<file path="config.mk">
export PLATFORM = sky130hd
export DESIGN_NAME = turtle_uart_rx
export DESIGN_NICKNAME = d
export VERILOG_FILES = /design/src/rtl/turtle_uart_pkg.sv /design/src/rtl/uart_baud_tick.sv /design/src/rtl/turtle_uart_rx.sv
export SDC_FILE = /design/constraint.sdc
export NUM_CORES = 1
export LEC_CHECK = 0
export BUFFER_PORTS_ARGS = -buffer_cell sky130_fd_sc_hd__buf_2
export CAP_MARGIN = 30
export CORE_MARGIN = 2
export CORE_UTILIZATION = 55
export DETAILED_ROUTE_END_ITERATION = 8
export GPL_TIMING_DRIVEN = 1
export PLACE_DENSITY = 0.75
export SKIP_CTS_REPAIR_TIMING = 1
export SYNTH_ARGS = -nofsm -noshare
export SYNTH_HDL_FRONTEND = slang
export SYNTH_SLANG_ARGS = --single-unit
</file>
<file path="constraint.sdc">
create_clock -name clk_in -period 1.95 [get_ports clk_in]
set_input_delay 0.2925 -clock clk_in [delete_from_list [all_inputs] [get_ports clk_in]]
set_output_delay 0.2925 -clock clk_in [all_outputs]
set_load 0.03 [all_outputs]
</file>
<file path="src/rtl/turtle_uart_pkg.sv">
// Shared UART definitions for the turtle RX (and future TX) blocks.
package turtle_uart_pkg;

   localparam int UART_DATA_BITS = 8;

   typedef enum logic [2:0] {
      IDLE,
      START,
      DATA,
      STOP,
      WAIT_HIGH
   } uart_rx_state_t;

   // Rounded clocks per oversample tick.
   function automatic int uart_div(int clk_hz, int baud, int os);
      return (clk_hz + (baud * os) / 2) / (baud * os);
   endfunction

endpackage

</file>
<file path="src/rtl/uart_baud_tick.sv">
// Oversample tick generator: one-cycle tick every DIV clocks, restartable.
module uart_baud_tick #(
   parameter int unsigned DIV = 1
) (
   input  logic clk_in,
   input  logic reset_n,
   input  logic restart,
   output logic tick
);

   localparam int unsigned CW = (DIV > 1) ? $clog2(DIV) : 1;
   localparam logic [CW-1:0] LAST = CW'(DIV - 1);

   logic [CW-1:0] cnt_q, cnt_d;

   always_comb begin
      cnt_d = cnt_q;
      if (restart || cnt_q == LAST) begin
         cnt_d = '0;
      end else begin
         cnt_d = cnt_q + 1'b1;
      end
   end

   always_ff @(posedge clk_in) begin
      if (!reset_n) begin
         cnt_q <= '0;
      end else begin
         cnt_q <= cnt_d;
      end
   end

   assign tick = (cnt_q == LAST);

endmodule

</file>
<file path="src/rtl/turtle_uart_rx.sv">
// 8N1 UART receiver: synchronises and oversamples RsRx, reassembles bytes and
// hands them over through a one-entry valid/ready holding register.
module turtle_uart_rx
   import turtle_uart_pkg::*;
#(
   parameter int unsigned CLK_FREQ_HZ = 62_500_000,
   parameter int unsigned BAUD_RATE   = 115_200,
   parameter int unsigned OVERSAMPLE  = 16,
   parameter int unsigned DATA_BITS   = UART_DATA_BITS
) (
   input  logic                 clk_in,
   input  logic                 reset_n,
   input  logic                 rx_serial,
   output logic [DATA_BITS-1:0] rx_data,
   output logic                 rx_valid,
   input  logic                 rx_ready,
   output logic                 frame_err,
   output logic                 overrun_err,
   output logic                 busy
);

   localparam int unsigned DIV  = uart_div(int'(CLK_FREQ_HZ), int'(BAUD_RATE), int'(OVERSAMPLE));
   localparam int unsigned OS_W = $clog2(OVERSAMPLE);
   localparam int unsigned BC_W = (DATA_BITS > 1) ? $clog2(DATA_BITS) : 1;
   localparam logic [OS_W-1:0] OS_LAST = OS_W'(OVERSAMPLE - 1);
   localparam logic [OS_W-1:0] OS_HALF = OS_W'(OVERSAMPLE / 2 - 1);
   localparam logic [BC_W-1:0] BC_LAST = BC_W'(DATA_BITS - 1);

   if (DIV < 1) begin : g_div_check
      $error("turtle_uart_rx: clock too slow for BAUD_RATE*OVERSAMPLE");
   end
   if (OVERSAMPLE < 8 || (OVERSAMPLE % 2) != 0) begin : g_os_check
      $error("turtle_uart_rx: OVERSAMPLE must be even and >= 8");
   end

   uart_rx_state_t       state_q, state_d;
   logic [1:0]           sync_q, sync_d;
   logic [OS_W-1:0]      os_cnt_q, os_cnt_d;
   logic [BC_W-1:0]      bit_cnt_q, bit_cnt_d;
   logic [DATA_BITS-1:0] shreg_q, shreg_d;
   logic [DATA_BITS-1:0] rx_data_q, rx_data_d;
   logic                 rx_valid_q, rx_valid_d;
   logic                 deliver_q, deliver_d;
   logic                 frame_err_q, frame_err_d;
   logic                 overrun_q, overrun_d;
   logic                 busy_q, busy_d;
   logic                 rx_s;
   logic                 tick;
   logic                 restart;

   assign rx_s = sync_q[1];

   uart_baud_tick #(
      .DIV (DIV)
   ) u_baud_tick (
      .clk_in  (clk_in),
      .reset_n (reset_n),
      .restart (restart),
      .tick    (tick)
   );

   always_comb begin
      state_d     = state_q;
      sync_d      = {sync_q[0], rx_serial};
      os_cnt_d    = os_cnt_q;
      bit_cnt_d   = bit_cnt_q;
      shreg_d     = shreg_q;
      deliver_d   = 1'b0;
      frame_err_d = 1'b0;
      restart     = 1'b0;

      unique case (state_q)
         IDLE: begin
            if (!rx_s) begin
               state_d  = START;
               os_cnt_d = '0;
               restart  = 1'b1;
            end
         end
         START: begin
            if (tick) begin
               if (os_cnt_q == OS_HALF) begin
                  os_cnt_d  = '0;
                  bit_cnt_d = '0;
                  // A start bit that is high again at mid-bit was only a glitch.
                  state_d   = rx_s ? IDLE : DATA;
               end else begin
                  os_cnt_d = os_cnt_q + 1'b1;
               end
            end
         end
         DATA: begin
            if (tick) begin
               if (os_cnt_q == OS_LAST) begin
                  os_cnt_d  = '0;
                  shreg_d   = {rx_s, shreg_q[DATA_BITS-1:1]};
                  bit_cnt_d = bit_cnt_q + 1'b1;
                  if (bit_cnt_q == BC_LAST) begin
                     state_d = STOP;
                  end
               end else begin
                  os_cnt_d = os_cnt_q + 1'b1;
               end
            end
         end
         STOP: begin
            if (tick) begin
               if (os_cnt_q == OS_LAST) begin
                  os_cnt_d = '0;
                  if (rx_s) begin
                     deliver_d = 1'b1;
                     state_d   = IDLE;
                  end else begin
                     frame_err_d = 1'b1;
                     state_d     = WAIT_HIGH;
                  end
               end else begin
                  os_cnt_d = os_cnt_q + 1'b1;
               end
            end
         end
         WAIT_HIGH: begin
            if (rx_s) begin
               state_d = IDLE;
            end
         end
         default: state_d = IDLE;
      endcase

      busy_d = (state_d != IDLE);
   end

   // Holding register; deliver_q only fires while idle, so it never meets frame_err.
   always_comb begin
      rx_data_d  = rx_data_q;
      rx_valid_d = rx_valid_q;
      overrun_d  = 1'b0;
      if (deliver_q) begin
         if (!rx_valid_q || rx_ready) begin
            rx_data_d  = shreg_q;
            rx_valid_d = 1'b1;
         end else begin
            overrun_d = 1'b1;
         end
      end else if (rx_valid_q && rx_ready) begin
         rx_valid_d = 1'b0;
      end
   end

   always_ff @(posedge clk_in) begin
      if (!reset_n) begin
         state_q     <= IDLE;
         sync_q      <= 2'b11;
         os_cnt_q    <= '0;
         bit_cnt_q   <= '0;
         shreg_q     <= '0;
         rx_data_q   <= '0;
         rx_valid_q  <= 1'b0;
         deliver_q   <= 1'b0;
         frame_err_q <= 1'b0;
         overrun_q   <= 1'b0;
         busy_q      <= 1'b0;
      end else begin
         state_q     <= state_d;
         sync_q      <= sync_d;
         os_cnt_q    <= os_cnt_d;
         bit_cnt_q   <= bit_cnt_d;
         shreg_q     <= shreg_d;
         rx_data_q   <= rx_data_d;
         rx_valid_q  <= rx_valid_d;
         deliver_q   <= deliver_d;
         frame_err_q <= frame_err_d;
         overrun_q   <= overrun_d;
         busy_q      <= busy_d;
      end
   end

   assign rx_data     = rx_data_q;
   assign rx_valid    = rx_valid_q;
   assign frame_err   = frame_err_q;
   assign overrun_err = overrun_q;
   assign busy        = busy_q;

endmodule
</file>
Word-level counts from Yosys, hierarchy flattened
Index checks and enable logic that the tools add are counted.
W data, S select, Z words.
- add/subtract/negate cells: 3
- multipliers: 0
- div/mod/pow operators: 0
- order comparisons: 0
- eq/ne operators: 15
- shift operators: 0
- multiplexer cells: 30
- bitwise gates (word level): 1
- reduce and logical (&&, ||, !) cells: 18
- operators by type and width (kind ; count):
    $mux W3 ; 14
    $mux W4 ; 5
    $pmux W3 S5 ; 1
    $pmux W4 S3 ; 1
    $ne A2 B2 Y1 const B ; 5
    $reduce_and A4 Y1 ; 2
    $mux W1 ; 7
    $add A6 B1 Y6 const B ; 1
    $eq A3 B2 Y1 const B ; 2
    $eq A3 B3 Y1 const B ; 2
    $eq A6 B6 Y1 const B ; 1
    $pmux W3 S2 ; 1
    $reduce_and A2 Y1 ; 3
    $reduce_bool A3 Y1 ; 2
    $reduce_and A5 Y1 ; 1
    $add A4 B1 Y4 const B ; 1
    $eq A4 B3 Y1 const B ; 1
    $eq A4 B4 Y1 const B ; 1
    $ne A2 B1 Y1 const B ; 2
    $reduce_bool A2 Y1 ; 2
    $reduce_or A2 Y1 ; 2
    $add A3 B1 Y3 const B ; 1
    $eq A3 B1 Y1 const B ; 1
    $logic_not A3 Y1 ; 1
    other kinds (6) ; 7
- bits in registers: 39
- latch bits: 0
- RAM bits: 0
- memory bits (read-only): 0
- output and inout port bits: 12
- memories: 0

Logic depth before layout (Yosys ltp)
Gate-level depths: netlist of run 1.
- word-level depth: 6
- mapped depth: 6
- mapped depth without buffers: 6

Hierarchy
Synthesis of run 1 repeated with hierarchy kept, for this count alone.
- cell total of the unflattened synthesis: 169
- area total of the unflattened synthesis: 1726.7 um2
- by module, submodules not included (module ; times used ; cells an instance ; area each (um2) ; sequential area each (um2)):
    turtle_uart_rx ; 1 ; 142 ; 1467.7 ; 660.6
    uart_baud_tick ; 1 ; 27 ; 259.0 ; 120.1

Worst setup path before layout of run 1
OpenSTA, ideal clock, no wires.
- kind: reg-to-reg
- from: reg os_cnt_q[0]
- to: reg busy_q (netlist: busy)
- library setup time: 0.134 ns
- data arrival time: 1.493 ns
- required time: 1.816 ns
- setup slack: 0.323 ns
- stages on the path, launching flop included: 6
- buffers on the path: 0
- clock period less this slack: 1.627 ns
- cell sequence: dfxtp_1 > ha_1 > nand4bb_4 > o21ai_0 > a31oi_1 > or4_1
- longest elaborated chain between the ends: 5
- RTL lines (item ; RTL line ; RTL):
    from (decl) ; turtle_uart_rx.sv:38 ; logic [OS_W-1:0] os_cnt_q, os_cnt_d;
    from (signal assigned) ; turtle_uart_rx.sv:166 ; os_cnt_q <= os_cnt_d;
    $eq A4 B4 Y1 / $eq A4 B3 Y1 (equally long branches) ; turtle_uart_rx.sv:94, turtle_uart_rx.sv:108, turtle_uart_rx.sv:82 ;
    $mux W3 (on tied branches) ; turtle_uart_rx.sv:108, turtle_uart_rx.sv:82, turtle_uart_rx.sv:94 ;
    $mux W3 (on tied branches) ; turtle_uart_rx.sv:107, turtle_uart_rx.sv:81, turtle_uart_rx.sv:93 ;
    $pmux W3 S5 * ; turtle_uart_rx.sv:72 ; unique case (state_q)
    $reduce_bool A3 Y1 * ; turtle_uart_rx.sv:130 ; busy_d = (state_d != IDLE);
    to (signal assigned) ; turtle_uart_rx.sv:174 ; busy_q <= busy_d;
    to (decl) ; turtle_uart_rx.sv:46 ; logic busy_q, busy_d;
Mark *: on every way between the ends. The rest lies on a longest branch, timed or not.
A chain may end at the register's enable or synchronous reset.

Final worst setup path of run 1
- from: reg u_baud_tick.cnt_q[0]
- to: reg busy_q (netlist: busy)
- longest elaborated chain between the ends: 4
- RTL lines (item ; RTL line ; RTL):
    from (decl) ; uart_baud_tick.sv:14 ; logic [CW-1:0] cnt_q, cnt_d;
    from (signal assigned) ; uart_baud_tick.sv:29 ; cnt_q <= cnt_d;
    $eq A6 B6 Y1 * ; uart_baud_tick.sv:33 ; assign tick = (cnt_q == LAST);
    $mux W3 (on tied branches) ; turtle_uart_rx.sv:107, turtle_uart_rx.sv:81, turtle_uart_rx.sv:93 ;
    $pmux W3 S5 * ; turtle_uart_rx.sv:72 ;
    $reduce_bool A3 Y1 * ; turtle_uart_rx.sv:130 ;
Marked as above.

==> results of run 1 <==
-- metal layers --
layer / track usage [%] / share of wire (%) / wire length [um] / up-vias
met2: 28.1 / 45 / 1320 / 32
met5: 0 / 0 / 0 / -
met4: 10.9 / 1.6 / 47 / 0
met1: 22.7 / 49 / 1440 / 628
met3: 5.12 / 4.6 / 135 / 5
li1: - / - / - / 662
-- power by group through the flow --
stage	sequential, mW	clock (mW)	combinational (mW)
global route	0.820	0.608	0.0629
detailed placement	0.835	0	0.0567
finish	0.818	0.560	0.0559
global placement	0.835	0	0.0547
floorplan	0.833	0	0.0461
CTS	0.818	0.571	0.0568
-- placed cells by master (no fill, tap or decap), types with 2 or more instances in the layout --
cell type / instances
and2_1: 2
dfxtp_1: 39
nand3b_1: 3
o21ai_0: 2
a21boi_1: 4
nor4_1: 2
ha_1: 5
nand2_1: 11
buf_4: 2
clkbuf_4: 5
and3_1: 2
nand3_1: 14
a21boi_0: 6
nand2b_1: 8
o21a_1: 3
inv_1: 4
xor2_1: 2
nand4_1: 2
xnor2_1: 3
nor2_1: 10
mux2i_1: 11
buf_2: 15
nor2b_1: 11
-- per-stage QoR --
stage / util (%) / instance area (um2) / worst slack (ns) / instances / hold slack, ns
2_1_floorplan: - / 1770 / 0.323 / 178 / 0.386
3_3_place_gp: 60.7 / 1850 / 0.189 / 229 / 0.399
3_5_place_dp: 60.7 / 1850 / 0.150 / 229 / 0.396
4_1_cts: 63.5 / 1940 / 0.141 / 237 / 0.121
5_1_grt: 63.9 / 1950 / 0.0297 / 238 / 0.138
6_report: 63.9 / 1950 / 0.157 / 238 / 0.128
-- worst max-delay path: stages (launching register included) --
cell	delay (ns)
dfxtp_1	0.39
ha_1	0.28
nand3b_1	0.20
o21ai_0	0.19
a31oi_1	0.11
or4_1	0.51
-- cell type report --
type,instances,area share [%]
multi-input cells,126,47.3
flip-flops and latches,39,40.0
repair buffers,17,4.62
well taps,44,2.82
clock buffers,6,2.63
clock inverters,2,1.80
inverters,4,0.770
-- logic make-up (layout without fill, tap and decap cells) --
kind of cell	after synthesis	in the layout	share of synthesized area, %
AO/OA/AOI/OAI	25	25	12.4
XOR/XNOR	5	5	2.47
buffers and inverters	13	29	4.16
multiplexers	11	11	6.21
flip-flops	39	39	44.0
adder cells (fa/ha/maj)	5	5	3.53
AND/OR/NAND/NOR	80	80	27.2
-- sequential cells by signal, summed over array words and instances, names as in the netlist --
signal	cells
shreg_q	8
sync_q	2
deliver_q	1
overrun_err	1
u_baud_tick.cnt_q	6
os_cnt_q	4
busy	1
frame_err	1
rx_data	8
state_q	3
bit_cnt_q	3
rx_valid	1
-- path summary, 6_finish.rpt --
| path | start | endpoint | slack (ns) | cells past startpoint |
|---|---|---|---|---|
| setup reg to reg | u_baud_tick.cnt_q[0]$_SDFF_PP0_ | busy$_SDFF_PN0_ | 0.16 | 5 |
| hold reg to reg | sync_q[0]$_SDFF_PN1_ | sync_q[1]$_SDFF_PN1_ | 0.43 | 1 |
| hold / removal | rx_serial | sync_q[0]$_SDFF_PN1_ | 0.13 | 2 |
| setup / recovery | u_baud_tick.cnt_q[0]$_SDFF_PP0_ | busy$_SDFF_PN0_ | 0.16 | 5 |
==> impl_metrics.json, run 1 <==
{
  "status": "complete, no violations",
  "dieArea_um2": 3690,
  "final_max_slew_viol_count": 0,
  "synth_top_cell_by_area": "dfxtp_1",
  "grt.total_usage_pct": 18.2,
  "rsz0062_at_grt": "no",
  "ys_types": 48,
  "multi_input_area_um2": 923,
  "grt_pass1_vias": 1146,
  "clockPowerShare_pct": 39.0,
  "routedWlPerCell_um": 12.4,
  "yosys-top-cells-count": "39 x dfxtp_1, 14 x nand3_1, 11 x mux2i_1, 11 x nand2_1, 11 x nor2b_1",
  "yosysSeqAreaShare_pct": 44.0,
  "switchingPower_mw": 0.299,
  "die_y_um": 60.8,
  "clk_root_buffer_cell": "clkbuf_4",
  "synth_top_area_share_pct": 44.0,
  "drt-vias-per-instance": 5.58,
  "grt_first_pass_wirelength_mm": 4.91,
  "fmax_ghz": 0.558,
  "synth_area_um2": 1770,
  "async_reset_ff_share_pct": 0,
  "grt_max_degree": 33,
  "startpoint_type": "flip-flop",
  "p_comb_share_pct": 3.9,
  "vias": 1327,
  "drtIter0Drc": 34,
  "initial_core_util_pct": 58.1,
  "clkLatencyLatePin_ns": 0.34,
  "clock_sinks": 39,
  "antenna_cells": 0,
  "finalPower_mw": 1.43,
  "synth_cells": 178,
  "cts.clk_slew.worst_paths_ns": 0.11,
  "cp-end-kind": "flip-flop",
  "drt_pass1_iterations": 5,
  "h-tree-depth": 2,
  "switching_share_pct": 20.8,
  "antenna_found_initial": 0,
  "hold_viol_final": 0,
  "p_per_area_nw_per_um2": 735,
  "ys_warn_count": 0,
  "n_fill_cell": 258,
  "p_leak_nw": 0.804,
  "intPower_mw": 1.13,
  "cts_tree": "built",
  "overflow": 0,
  "syn-num-nets": 187,
  "synth_area_leaders": "dfxtp_1 44%, mux2i_1 6.2%, nand3_1 4.0%",
  "slew_headroom_pct": 67.7,
  "fin_crit_ns": 1.79,
  "min_path_type": "in2reg",
  "final_antenna_net_count": 0,
  "ys_ff_latch": 39,
  "peakVddDrop_mv": 0.628,
  "clockBufferDepth": 2,
  "seqPwrFrac_pct": 57.1,
  "synthMostInstantiatedCell": "dfxtp_1",
  "regArea_um2": 781,
  "drive_gt1_share_pct": 16.0,
  "tns_ns": 0,
  "postRouteWirelength_mm": 2.94,
  "port_buffers": 15,
  "timing.final.crit_share_pct": 92.0,
  "synth_edf_count": 0,
  "skew_ns": 0.0106,
  "place_hpwl_mm": 2.08,
  "worst_pin_slew_ns": 0.485,
  "rows": 20,
  "required_ns": 2.17,
  "ys.flop_type": "dfxtp_1",
  "cp_data_arrival_time_ns": 2.02,
  "die_w_um": 60.8,
  "gp_congestion": 0.816,
  "coreArea_um2": 3050,
  "crit_type": "reg2reg",
  "io_pins": 16,
  "cap_violations": 0,
  "cts-buffers-inserted": 5,
  "drc_errors": 0,
  "worstPathMaxFanout": 6,
  "setup_viol": 0,
  "synth.avg_cell_area_um2": 9.96,
  "nets": 202,
  "syn_to_final_growth_pct": 10.0
}
No activity file was read; power rests on OpenSTA's default activity.
==> inputs of run 2 (changes only) <==
--- a/config.mk
+++ b/config.mk
@@ -10,6 +10,7 @@
 export CORE_MARGIN = 2
-export CORE_UTILIZATION = 55
+export CORE_UTILIZATION = 52
 export DETAILED_ROUTE_END_ITERATION = 8
 export GPL_TIMING_DRIVEN = 1
-export PLACE_DENSITY = 0.75
+export PLACE_DENSITY = 0.74
+export SETUP_SLACK_MARGIN = 0.05
 export SKIP_CTS_REPAIR_TIMING = 1
==> constraint.sdc (replaced) <==
create_clock -name clk_in -period 1.6 [get_ports clk_in]
set_input_delay 0.08 -clock clk_in [delete_from_list [all_inputs] [get_ports clk_in]]
set_output_delay 0.08 -clock clk_in [all_outputs]
set_load 0.03 [all_outputs]
==> run 2 against run 1 <==
Compared with the run above:
- critical endpoint is now os_cnt_q[0]$_SDFFE_PN0P_
- power increased by 34%
- largest power group unchanged
- first-iteration DRC count increased by 26%
- clock skew decreased by 0.0055 ns
- global-route usage increased by 0.98 points
- clock power increased by 47%
- die area increased by 5.4%
- worst hold slack got worse by 0.078 ns
- combinational power increased by 81%
- the flow now finishes with violations (setup timing)
- core utilization increased by 1.6 points
- sequential share of layout area decreased by 3.3 points
- count of clock-buffer cells in the layout decreased by 1
- sequential power increased by 21%
==> impl_metrics.json, run 2 (synthesized netlist as in run 1, its figures left out) <==
{
  "regToRegStartpoint": "state_q[2]$_SDFF_PN0_",
  "placed_cells": 248,
  "die_y_um": 62.4,
  "syn_to_final_growth_pct": 22.3,
  "grt_first_pass_wirelength_mm": 5.90,
  "port_buffers": 15,
  "crit_type": "reg2reg",
  "startpoint_type": "flip-flop",
  "layout_common_cells": "31 x dfxtp_1, 18 x buf_4, 15 x buf_2, 14 x nand3_1",
  "overflow": 0,
  "grt.total_usage_pct": 19.2,
  "drive_gt1_share_pct": 29.9,
  "antenna_cells": 0,
  "setup_slack_ns": -0.00819,
  "clockBufferDepth": 2,
  "cp-end-kind": "flip-flop",
  "reg2reg_depth": 4,
  "final_max_slew_viol_count": 0,
  "clkLatencyLatePin_ns": 0.35,
  "worst_pin_slew_ns": 0.449,
  "peakVddDrop_mv": 0.455,
  "setup_viol": 1,
  "slew_headroom_pct": 70.1,
  "r2r-end": "os_cnt_q[0]$_SDFFE_PN0P_",
  "cp_data_arrival_time_ns": 1.89,
  "fin_crit_ns": 1.61,
  "crit_buf_inv": 0,
  "tns_ns": -0.00819,
  "initial_core_util_pct": 53.6,
  "place_hpwl_mm": 2.52,
  "coreArea_um2": 3310,
  "required_ns": 1.88,
  "timing.final.crit_share_pct": 101,
  "grt_pass1_vias": 1331,
  "cap_violations": 0,
  "skew_ns": 0.00508,
  "instances_no_fill": 257,
  "grt_max_degree": 33,
  "holdPathEnd": "rx_valid$_SDFFE_PN0P_",
  "gp_congestion": 0.877,
  "r2r_slack_ns": -0.008,
  "die_w_um": 62.4,
  "critPathMaxStageDelay_ns": 0.56,
  "violations": "setup timing",
  "p_leak_nw": 0.901,
  "hold_viol_final": 0,
  "drt-vias-per-instance": 5.44,
  "final_antenna_net_count": 0,
  "cts.clk_slew.worst_paths_ns": 0.12,
  "antenna_found_initial": 0,
  "postRouteWirelength_mm": 3.49,
  "drc_errors": 0,
  "worstPathMaxFanout": 6,
  "cts_tree": "built",
  "fmax_ghz": 0.622,
  "rows": 21,
  "h-tree-depth": 2,
  "drtIter0Drc": 43,
  "min_path_type": "in2reg",
  "io_pins": 16,
  "drt_pass1_iterations": 4,
  "status": "finished, violations left",
  "nets": 219,
  "p_per_area_nw_per_um2": 883,
  "finalPower_mw": 1.92,
  "clock_sinks": 39,
  "slowest_stage": "or4_4",
  "vias": 1399,
  "routedWlPerCell_um": 13.6,
  "rsz0062_at_grt": "yes",
  "dieArea_um2": 3890,
  "final_common_cell": "dfxtp_1",
  "path_cells": "or4_4, o41a_4, or3_1, a21boi_1",
  "min_path_cells": 3,
  "clk_root_buffer_cell": "clkbuf_4",
  "crit_family": "simple AND/OR/NAND/NOR gates",
  "hp-start": "rx_ready",
  "cts-buffers-inserted": 5
}
==> run 2: changes by cell type in the layout (fill, tap and decap cells not counted), sizes merged <==
cell,previous run,this run
clkbuf,6,5
buf,17,33
clkinv,1,0
dlygate4sd3,0,1
clkinvlp,0,1
bufinv,1,2
==> run 2: final cells by class <==
cell class	count	area (um2)
Inverter	4	15.0
Timing Repair Buffer	34	220
Clock buffer	5	37.5
Sequential cell	39	796
Tap cell	46	57.6
Fill cell	284	1140
Multi-Input combinational cell	126	975
Clock inverter	3	67.6
==> run 2: per-stage QoR <==
| stage | util (%) | hold slack (ns) | cell area, um2 | worst slack [ns] |
|---|---|---|---|---|
| after floorplan | - | 0.181 | 1790 | 0.0276 |
| after global placement | 60.3 | 0.263 | 2000 | 0.0125 |
| after detailed placement | 60.3 | 0.264 | 2000 | -0.0696 |
| after CTS | 63.5 | -0.118 | 2100 | -0.112 |
| after global routing | 65.5 | 0.0517 | 2170 | -0.0909 |
| final | 65.5 | 0.0497 | 2170 | -0.00819 |
==> run 2: worst reg2reg max path, cell delays in order, from the launching register on <==
cell      delay, ns
dfxtp_1        0.40
or4_4          0.56
o41a_4         0.15
or3_1          0.32
a21boi_1       0.12
==> run 2: power by group <==
group	internal (mW)	total (mW)	switching [mW]	leakage [nW]
clock network	0.486	0.821	0.335	0.0514
logic	0.0520	0.101	0.0489	0.530
registers	0.981	0.993	0.0118	0.319
==> run 2: routing by layer <==
metal	vias to the layer above	global-route usage [%]	share of wire [%]
li1	692	-	-
met1	670	20.4	41
met2	27	35.3	53
met3	10	6.49	3.9
met4	0	6.94	2.2
met5	-	0	0
==> run 2: worst max path at each step <==
stage,start,end,slack (ns),cells after the start
6_report,state_q[2]$_SDFF_PN0_,os_cnt_q[0]$_SDFFE_PN0P_,-0.008,4
5_1_grt,state_q[0]$_SDFF_PN0_,bit_cnt_q[0]$_SDFFE_PN0P_,-0.09,5
4_1_cts,state_q[0]$_SDFF_PN0_,bit_cnt_q[0]$_SDFFE_PN0P_,-0.11,4
3_5_place_dp,state_q[0]$_SDFF_PN0_,bit_cnt_q[0]$_SDFFE_PN0P_,-0.07,4
3_3_place_gp,state_q[1]$_SDFF_PN0_,busy$_SDFF_PN0_,0.01,4
2_1_floorplan,os_cnt_q[0]$_SDFFE_PN0P_,busy$_SDFF_PN0_,0.03,5
